===== src/rtl/nmr_phase_pkg.sv =====
// Shared types and constants for the NMR phase-cycling logic.
// Phase codes are quarter turns: 0=0 deg, 1=90, 2=180, 3=270.
package nmr_phase_pkg;

    typedef logic [1:0] phase_t;

    // One table entry, packed as {tx, rx}
    typedef struct packed {
        phase_t tx;
        phase_t rx;
    } phase_pair_t;

    localparam phase_t PH_0   = 2'd0;
    localparam phase_t PH_90  = 2'd1;
    localparam phase_t PH_180 = 2'd2;
    localparam phase_t PH_270 = 2'd3;

    typedef enum logic [2:0] {
        PCC_IDLE    = 3'd0,
        PCC_LOAD    = 3'd1,
        PCC_ARMED   = 3'd2,
        PCC_SCAN    = 3'd3,
        PCC_ADVANCE = 3'd4
    } pcc_state_t;

    // Phase sum wraps naturally modulo a full turn
    function automatic phase_t phase_add(input phase_t a, input phase_t b);
        return a + b;
    endfunction

endpackage


===== src/rtl/phase_table.sv =====
// Phase-cycling table: DEPTH x 4-bit register file, one synchronous write
// port and one read port with registered (1-cycle) read data.
// Contents are deliberately not reset.
module phase_table #(
    parameter int DEPTH  = 16,
    parameter int ADDR_W = 4
) (
    input  logic              clk,
    input  logic              we,
    input  logic [ADDR_W-1:0] waddr,
    input  logic [3:0]        wdata,
    input  logic [ADDR_W-1:0] raddr,
    output logic [3:0]        rdata
);

    logic [3:0] mem [DEPTH];

    // Write port
    always_ff @(posedge clk) begin
        if (we) begin
            mem[waddr] <= wdata;
        end
    end

    // Registered read port
    always_ff @(posedge clk) begin
        rdata <= mem[raddr];
    end

endmodule


===== src/rtl/phase_cycle_controller.sv =====
// Phase cycle controller: steps through the phase table one entry per scan,
// wrapping at the active length, and stops after the programmed scan count.
// Optional build macro PHASE_CYCLE_CYCLOPS_EN adds a CYCLOPS offset that is
// added to both phases and advances each time the table index wraps.
module phase_cycle_controller
    import nmr_phase_pkg::*;
#(
    parameter int DEPTH  = 16,
    parameter int ADDR_W = 4,
    parameter int SCAN_W = 16
) (
    input  logic              clk,
    input  logic              rst_n,
    input  logic              cfg_we,
    input  logic [ADDR_W-1:0] cfg_addr,
    input  logic [3:0]        cfg_wdata,
    input  logic [ADDR_W:0]   cfg_len,
    input  logic [SCAN_W-1:0] n_scans,
    input  logic              start,
    input  logic              abort,
    input  logic              scan_start,
    input  logic              scan_done,
    output logic [1:0]        TX_phase,
    output logic [1:0]        RX_phase,
    output logic              phases_valid,
    output logic              busy,
    output logic [ADDR_W-1:0] step_idx,
    output logic [SCAN_W-1:0] scan_count,
    output logic              seq_done
);

    localparam logic [2:0] S_IDLE    = PCC_IDLE;
    localparam logic [2:0] S_LOAD    = PCC_LOAD;
    localparam logic [2:0] S_ARMED   = PCC_ARMED;
    localparam logic [2:0] S_SCAN    = PCC_SCAN;
    localparam logic [2:0] S_ADVANCE = PCC_ADVANCE;

    localparam logic [ADDR_W:0]   LEN_ONE  = 1;
    localparam logic [ADDR_W:0]   LEN_MAX  = DEPTH;
    localparam logic [ADDR_W-1:0] IDX_ONE  = 1;
    localparam logic [SCAN_W-1:0] SCAN_ONE = 1;

    logic [2:0]        state_reg,      state_next;
    logic [ADDR_W-1:0] step_idx_reg,   step_idx_next;
    logic [SCAN_W-1:0] scan_count_reg, scan_count_next;
    logic [ADDR_W:0]   len_reg,        len_next;
    logic [SCAN_W-1:0] n_scans_reg,    n_scans_next;
    phase_t            tx_reg,         tx_next;
    phase_t            rx_reg,         rx_next;
    logic              valid_reg,      valid_next;
    logic              busy_reg,       busy_next;
    logic              seq_done_reg,   seq_done_next;
`ifdef PHASE_CYCLE_CYCLOPS_EN
    phase_t            cyc_k_reg,      cyc_k_next;
`endif

    logic [ADDR_W:0]   len_clamped;
    logic [3:0]        table_rdata;
    phase_pair_t       entry;
    logic              table_we;

    // Writes are only accepted while no run is in progress
    assign table_we = cfg_we & ~busy_reg;
    assign entry    = table_rdata;

    // The read address tracks the next index so that the entry is already
    // on the read port during LOAD and can be registered onto the outputs
    // at the end of that cycle.
    phase_table #(
        .DEPTH  (DEPTH),
        .ADDR_W (ADDR_W)
    ) u_table (
        .clk   (clk),
        .we    (table_we),
        .waddr (cfg_addr),
        .wdata (cfg_wdata),
        .raddr (step_idx_next),
        .rdata (table_rdata)
    );

    // Active length: zero behaves as one, oversize values saturate at DEPTH
    always_comb begin
        len_clamped = cfg_len;
        if (cfg_len == '0) begin
            len_clamped = LEN_ONE;
        end else if (cfg_len > LEN_MAX) begin
            len_clamped = LEN_MAX;
        end
    end

    // Next-state and datapath decisions; abort overrides everything
    always_comb begin
        state_next      = state_reg;
        step_idx_next   = step_idx_reg;
        scan_count_next = scan_count_reg;
        len_next        = len_reg;
        n_scans_next    = n_scans_reg;
        tx_next         = tx_reg;
        rx_next         = rx_reg;
        valid_next      = valid_reg;
        seq_done_next   = 1'b0;
`ifdef PHASE_CYCLE_CYCLOPS_EN
        cyc_k_next      = cyc_k_reg;
`endif
        if (abort) begin
            state_next = S_IDLE;
            valid_next = 1'b0;
        end else begin
            case (state_reg)
                S_IDLE: begin
                    if (start) begin
                        if (n_scans == '0) begin
                            seq_done_next = 1'b1;
                        end else begin
                            len_next        = len_clamped;
                            n_scans_next    = n_scans;
                            step_idx_next   = '0;
                            scan_count_next = '0;
`ifdef PHASE_CYCLE_CYCLOPS_EN
                            cyc_k_next      = PH_0;
`endif
                            state_next      = S_LOAD;
                        end
                    end
                end
                S_LOAD: begin
`ifdef PHASE_CYCLE_CYCLOPS_EN
                    tx_next = phase_add(entry.tx, cyc_k_reg);
                    rx_next = phase_add(entry.rx, cyc_k_reg);
`else
                    tx_next = entry.tx;
                    rx_next = entry.rx;
`endif
                    valid_next = 1'b1;
                    state_next = S_ARMED;
                end
                S_ARMED: begin
                    if (scan_start) begin
                        state_next = S_SCAN;
                    end
                end
                S_SCAN: begin
                    // scan_done wins over a coincident scan_start here
                    if (scan_done) begin
                        scan_count_next = scan_count_reg + SCAN_ONE;
                        valid_next      = 1'b0;
                        if (scan_count_next == n_scans_reg) begin
                            seq_done_next = 1'b1;
                            state_next    = S_IDLE;
                        end else begin
                            state_next = S_ADVANCE;
                        end
                    end
                end
                S_ADVANCE: begin
                    if (({1'b0, step_idx_reg} + LEN_ONE) == len_reg) begin
                        step_idx_next = '0;
`ifdef PHASE_CYCLE_CYCLOPS_EN
                        cyc_k_next    = phase_add(cyc_k_reg, PH_90);
`endif
                    end else begin
                        step_idx_next = step_idx_reg + IDX_ONE;
                    end
                    state_next = S_LOAD;
                end
                default: begin
                    state_next = S_IDLE;
                    valid_next = 1'b0;
                end
            endcase
        end
        busy_next = (state_next != S_IDLE);
    end

    // State and output registers
    always_ff @(posedge clk or negedge rst_n) begin
        if (!rst_n) begin
            state_reg      <= S_IDLE;
            step_idx_reg   <= '0;
            scan_count_reg <= '0;
            len_reg        <= LEN_ONE;
            n_scans_reg    <= '0;
            tx_reg         <= PH_0;
            rx_reg         <= PH_0;
            valid_reg      <= 1'b0;
            busy_reg       <= 1'b0;
            seq_done_reg   <= 1'b0;
`ifdef PHASE_CYCLE_CYCLOPS_EN
            cyc_k_reg      <= PH_0;
`endif
        end else begin
            state_reg      <= state_next;
            step_idx_reg   <= step_idx_next;
            scan_count_reg <= scan_count_next;
            len_reg        <= len_next;
            n_scans_reg    <= n_scans_next;
            tx_reg         <= tx_next;
            rx_reg         <= rx_next;
            valid_reg      <= valid_next;
            busy_reg       <= busy_next;
            seq_done_reg   <= seq_done_next;
`ifdef PHASE_CYCLE_CYCLOPS_EN
            cyc_k_reg      <= cyc_k_next;
`endif
        end
    end

    assign TX_phase     = tx_reg;
    assign RX_phase     = rx_reg;
    assign phases_valid = valid_reg;
    assign busy         = busy_reg;
    assign step_idx     = step_idx_reg;
    assign scan_count   = scan_count_reg;
    assign seq_done     = seq_done_reg;

endmodule


===== config.mk =====
export PLATFORM = sky130hd
export DESIGN_NAME = phase_cycle_controller
export DESIGN_NICKNAME = d
export VERILOG_FILES = /design/src/rtl/nmr_phase_pkg.sv /design/src/rtl/phase_table.sv /design/src/rtl/phase_cycle_controller.sv
export SDC_FILE = /design/constraint.sdc
export NUM_CORES = 1
export LEC_CHECK = 0
export CORE_MARGIN = 10
export CORE_UTILIZATION = 62
export CTS_CLUSTER_DIAMETER = 150
export DETAILED_ROUTE_END_ITERATION = 12
export GPL_TIMING_DRIVEN = 0
export PLACE_DENSITY = 0.87
export SYNTH_ARGS = -nofsm -noshare
export SYNTH_HDL_FRONTEND = slang
export SYNTH_SLANG_ARGS = --single-unit

===== constraint.sdc =====
create_clock -name clk -period 4.7 [get_ports clk]
set_clock_uncertainty 0.15 [all_clocks]
set_input_delay 0.47 -clock clk [delete_from_list [all_inputs] [get_ports clk]]
set_output_delay 0.47 -clock clk [all_outputs]
set_load 0.005 [all_outputs]

Word-level counts from Yosys, hierarchy flattened

Memories as Yosys holds them, arrays and structs flattened. A register that Yosys moved wholly into a read port is not among the register bits.
Index checks and enable logic that the tools add are counted.

Word-level logic and storage cells: 69
Memories kept: 1
Input port bits: 36
Bits in registers: 51
Bits in writable memories: 64

Mux-type cells: 29
Magnitude comparators: 1
Bitwise operators: 4
Add/subtract/negate cells: 3
Equal/unequal tests: 11
Reductions and logical operators: 10

Memory list:

| memory      | depth | width | read ports | clocked after Yosys merged registers in | write ports | RTL line          | text |
|---|---|---|---|---|---|---|---|
| u_table.mem | 16    | 4     | 1          | 1                                       | 1           | phase_table.sv:16 | `logic [3:0] mem [DEPTH];` |

Operators with widths:

| kind                  | number |
|---|---|
| $mux 16               | 3 |
| $pmux 16 s2           | 1 |
| $mux 3                | 6 |
| $add 16x1->16 const B | 1 |
| $eq 16x16->1          | 1 |
| $logic_not 16->1      | 1 |
| $mux 4                | 4 |
| $pmux 3 s5            | 1 |
| $mux 5                | 2 |
| $mux 1                | 9 |
| $pmux 4 s2            | 1 |
| $eq 3x2->1 const B    | 2 |
| $ne 2x2->1 const B    | 3 |
| $add 4x1->5 const B   | 1 |
| $eq 5x5->1            | 1 |
| $gt 5x5->1 const B    | 1 |
| $logic_not 5->1       | 1 |
| $reduce_and 5->1      | 1 |
| $add 4x1->4 const B   | 1 |
| $reduce_and 2->1      | 2 |
| $reduce_and 4->1      | 1 |
| $eq 3x1->1 const B    | 1 |
| $eq 3x3->1 const B    | 1 |
| $logic_not 3->1       | 1 |
| 9 further kinds       | 11 |

Logic depth before layout (Yosys ltp)

Depth after elaboration: 7
Mapped depth: 12

Cells and area by module

A second synthesis with hierarchy kept.

Cells, all modules: 421
Area, all modules: 5507.8 sq um

By module, submodules not included:

| module                 | seq. area each (sq um) | area each (sq um) | times used | cells each |
|---|---|---|---|---|
| phase_cycle_controller | 1277.5                 | 2841.5            | 1          | 291 |
| phase_table            | 2001.9                 | 2666.3            | 1          | 130 |

Least setup slack after synthesis

No wires, ideal clock.

Path type: reg-to-reg
Start: reg scan_count_reg[0], in the netlist scan_count[0]
End: reg seq_done_reg, in the netlist seq_done
Period minus slack after synthesis: 2.845 ns
Arrival: 2.617 ns
Setup slack: 1.855 ns
Cell stages (with the launch flop): 11
Buffers on the path: 1
Cells stage by stage: dfrtp_1 > ha_1 > and3_1 > clkbuf_1 > nand3_1 > xnor2_1 > a211oi_1 > nand3_1 > or4_1 > or4_1 > a21oi_1

Word-level cells in the longest chain between the ends: 6

RTL lines:

| item                     | RTL line                      | text |
|---|---|---|
| start: declaration       | phase_cycle_controller.sv:45  | `logic [SCAN_W-1:0] scan_count_reg, scan_count_next;` |
| start signal: assignment | phase_cycle_controller.sv:194 | `scan_count_reg <= scan_count_next;` |
| $add 16x1->16            | phase_cycle_controller.sv:145 | `scan_count_next = scan_count_reg + SCAN_ONE;` |
| $eq 16x16->1             | phase_cycle_controller.sv:147 | `if (scan_count_next == n_scans_reg) begin` |
| $mux 1                   | phase_cycle_controller.sv:147 |  |
| $mux 1                   | phase_cycle_controller.sv:144 | `if (scan_done) begin` |
| $pmux 1 s2               | phase_cycle_controller.sv:109 | `case (state_reg)` |
| $mux 1                   | phase_cycle_controller.sv:105 | `if (abort) begin` |
| named net seq_done_next  | phase_cycle_controller.sv:52  | `logic seq_done_reg, seq_done_next;` |
| end signal: assignment   | phase_cycle_controller.sv:201 | `seq_done_reg <= seq_done_next;` |
| end: declaration         | phase_cycle_controller.sv:52  |  |

The timed path passes the listed nets, and every way through them passes these cells.
A chain may end at the register's enable or synchronous reset.

Worst setup path in the final report

Start: in n_scans[0]
End: reg u_table.rdata[2] (read register of u_table.mem)

Word-level cells in the longest chain between the ends: 5

RTL lines:

| item               | RTL line                      | text |
|---|---|---|
| start: declaration | phase_cycle_controller.sv:18  | `input logic [SCAN_W-1:0] n_scans,` |
| $logic_not 16->1   | phase_cycle_controller.sv:112 | `if (n_scans == '0) begin` |
| $mux 4             | phase_cycle_controller.sv:112 |  |
| $mux 4             | phase_cycle_controller.sv:111 | `if (start) begin` |
| $pmux 4 s2         | phase_cycle_controller.sv:109 |  |
| $mux 4             | phase_cycle_controller.sv:105 |  |
| end: declaration   | phase_table.sv:13             | `output logic [3:0] rdata` |

No other way between the ends.

==> results.tsv <==
metric	value	unit
routedWlPerCell	22.9	um
final_core_util	0.768	
cts_sinks	119	
period_share	0.774	
largest_reg_flops	64	
path_clk_slew	0.06	ns
synth_top_area_frac	0.293	
synth_ff_type	edfxtp_1	
coreArea	10300	sq um
reg2reg_depth	10	
synthArstFlopShare	0.429	
cts-root-buf	clkbuf_8	
via_per_inst	6.82	
hold_viol	0	
synthToLayoutAreaGrowth	20.9	%
drv_slew	0	
cp_data_required_time	4.98	ns
setup_viol	0	
drtIter0Drc	965	
ys_warn_count	0	
drive_above_1_share	0.0682	
antenna_found_initial	0	
io_buffers	62	
cp.arrival	3.92	ns
ys_top_cells_by_area	edfxtp_1 29%, dfrtp_1 19%, nand2_1 4.5%	
dpl.hpwl	14.2	mm
cts.path.max_buffers	2	
grt_pass1_wl	31.2	mm
cp_max_fo	10	
drt-total-wl	20.2	mm
synth-edff-count	64	
routabilityCongestion	0.892	
synth.largest_area_cell	edfxtp_1	
die_area	15100	sq um
min_path_type	input port to async pin	
powerDensity	360	nW/um^2
min_period	3.64	ns
synth_seq_cells	119	
setup.worst_path.class	input port to flop	
p_leak	0.00316	uW
ir_drop	389	uV
synth.distinct_cells	62	
grt_util_all_layers	0.269	
initial_core_util	0.635	
fin_setup_tns	0	ns
dpl.cell_count	852	
syn_inst	653	
die_y	123	um
grt.overflow.total	0	
reg2reg_slack	1.13	ns
grt_pass1_vias	6091	
crit_top_cell	mux2i_1	
end_kind	flop	
nets	774	
fp.dieW	123	um
critPathLaunchType	input port	
cts_resized	0	
diodes	0	
dpl_cell_area	7360	sq um
fmax	0.275	GHz
r2r-end	u_table.rdata[1]	
grt_max_degree	31	
outcome	finished, final reports clean	
ant_nets	0	
dr.pass1.iters	7	
worst_pin_slew	0.939	ns
drc_errors	0	
io-pin-count	63	
cts_tree	built	
num_vias	6029	
crit_chain	clkdlybuf4s50_1 > nor4_1 > a41oi_1 > a21oi_1 > clkbuf_1 > a22o_1 > a221o_1 > a2bb2oi_1 > mux2i_1 > mux2i_1	
avgSynthCellArea	10.0	sq um
synth_seq_area_share	0.500	
slowest_stage	nor4_1	
synthesis.nets	691	
rsz0062_at_grt	no	
fin_area	7930	sq um
critPathMaxStageDelay	0.64	ns
r2r-start	step_idx[1]	
slew_headroom	0.368	
htree_levels	4	
clk_latency	0.53	ns
numCtsBuffers	17	
netlist_area	6550	sq um
crit_start	n_scans[0]	
rows	37	
drv_cap	0	
final_cells	884	
## metal layers
layer | global-route usage | vias up | wire length, um
li1 | - | 2656 | -
met1 | 0.288 | 2888 | 7360
met2 | 0.471 | 399 | 10300
met3 | 0.0739 | 86 | 1710
met4 | 0.145 | 0 | 859
met5 | 0 | - | 0
## report_power, final
part	switching, uW	leakage [uW]	total, uW	internal (uW)
sequential	56.5	0.00128	1230	1170
clock	448	0.000276	1240	793
combinational	216	0.00161	388	172
## layout by cell type, fill, tap and decap left out, types with 5 or more instances in the layout
cell	netlist	routed
inv_1	7	7
dfrtp_1	50	50
clkinv_2	0	6
nand2_1	78	78
a21o_1	17	17
a221o_1	16	16
xor2_1	5	5
clkbuf_16	0	16
a221oi_1	16	16
a22o_1	33	33
nor4_1	9	9
nor2_1	33	33
a21oi_1	30	30
mux2i_1	15	15
nand3_1	51	51
clkdlybuf4s50_1	0	61
edfxtp_1	64	64
o31ai_1	11	11
nand3b_1	5	5
xnor2_1	22	22
o21ai_0	53	53
a2bb2oi_1	16	16
nor3_1	11	11
clkbuf_1	41	43
## synth_stat cells (7+ instances only)
master,instances
a21oi_1,30
nand2_1,78
a21o_1,17
nor4_1,9
a221oi_1,16
o21ai_0,53
nor3_1,11
dfrtp_1,50
nor2_1,33
a221o_1,16
clkbuf_1,41
edfxtp_1,64
xnor2_1,22
nand3_1,51
mux2i_1,15
a22o_1,33
a2bb2oi_1,16
o31ai_1,11
inv_1,7
## through the flow
step	hold slack, ns	setup slack (ns)	total power (uW)
2_1_floorplan	0.0244	1.86	1450
3_3_place_gp	0.296	0.676	1600
3_5_place_dp	0.299	0.648	1620
4_1_cts	0.296	1.17	2850
5_1_grt	0.331	0.920	2950
6_report	0.305	1.06	2860
## how the worst max path moves through the flow
stage	endpoint	cells after the start
6_report	u_table.rdata[2]	10
5_1_grt	u_table.rdata[2]	9
4_1_cts	u_table.rdata[2]	10
3_5_place_dp	u_table.rdata[0]	10
3_3_place_gp	u_table.rdata[1]	10
2_1_floorplan	seq_done	10
## worst max-delay path, delay by kind of cell
kind	cells	cell delay [ns]
mux	2	0.37
compound gates	5	1.45
simple gates	1	0.64
buf+inv	2	0.98
## layout make-up
cell class / instances / area, sq um
buffer: 50 / 214
clock buffer: 19 / 422
clock inverter: 12 / 135
fill: 720 / 2400
inverter: 8 / 30.0
multi-input combinational: 476 / 3030
sequential: 119 / 3280
tap: 136 / 170
timing repair buffer: 64 / 646
## logic make-up (layout without fill, tap and decap cells)
family                     Yosys count  after routing  synth area share
AOI/OAI and AO/OA                  206            206             0.224
DFF                                119            119             0.500
adders and majority gates            2              2           0.00382
xor gates and xnor gates            27             27            0.0361
buffers and inverters               58            153            0.0372
and+or+nand+nor                    222            222             0.169
muxes                               19             19            0.0298
## what timing repair did
item	CTS	global route
hold endpoints to repair	20	0
setup buffers	0	0
hold buffers	1	0
setup endpoints to repair	0	0
Note: power is estimated with default switching activity, not from simulation.
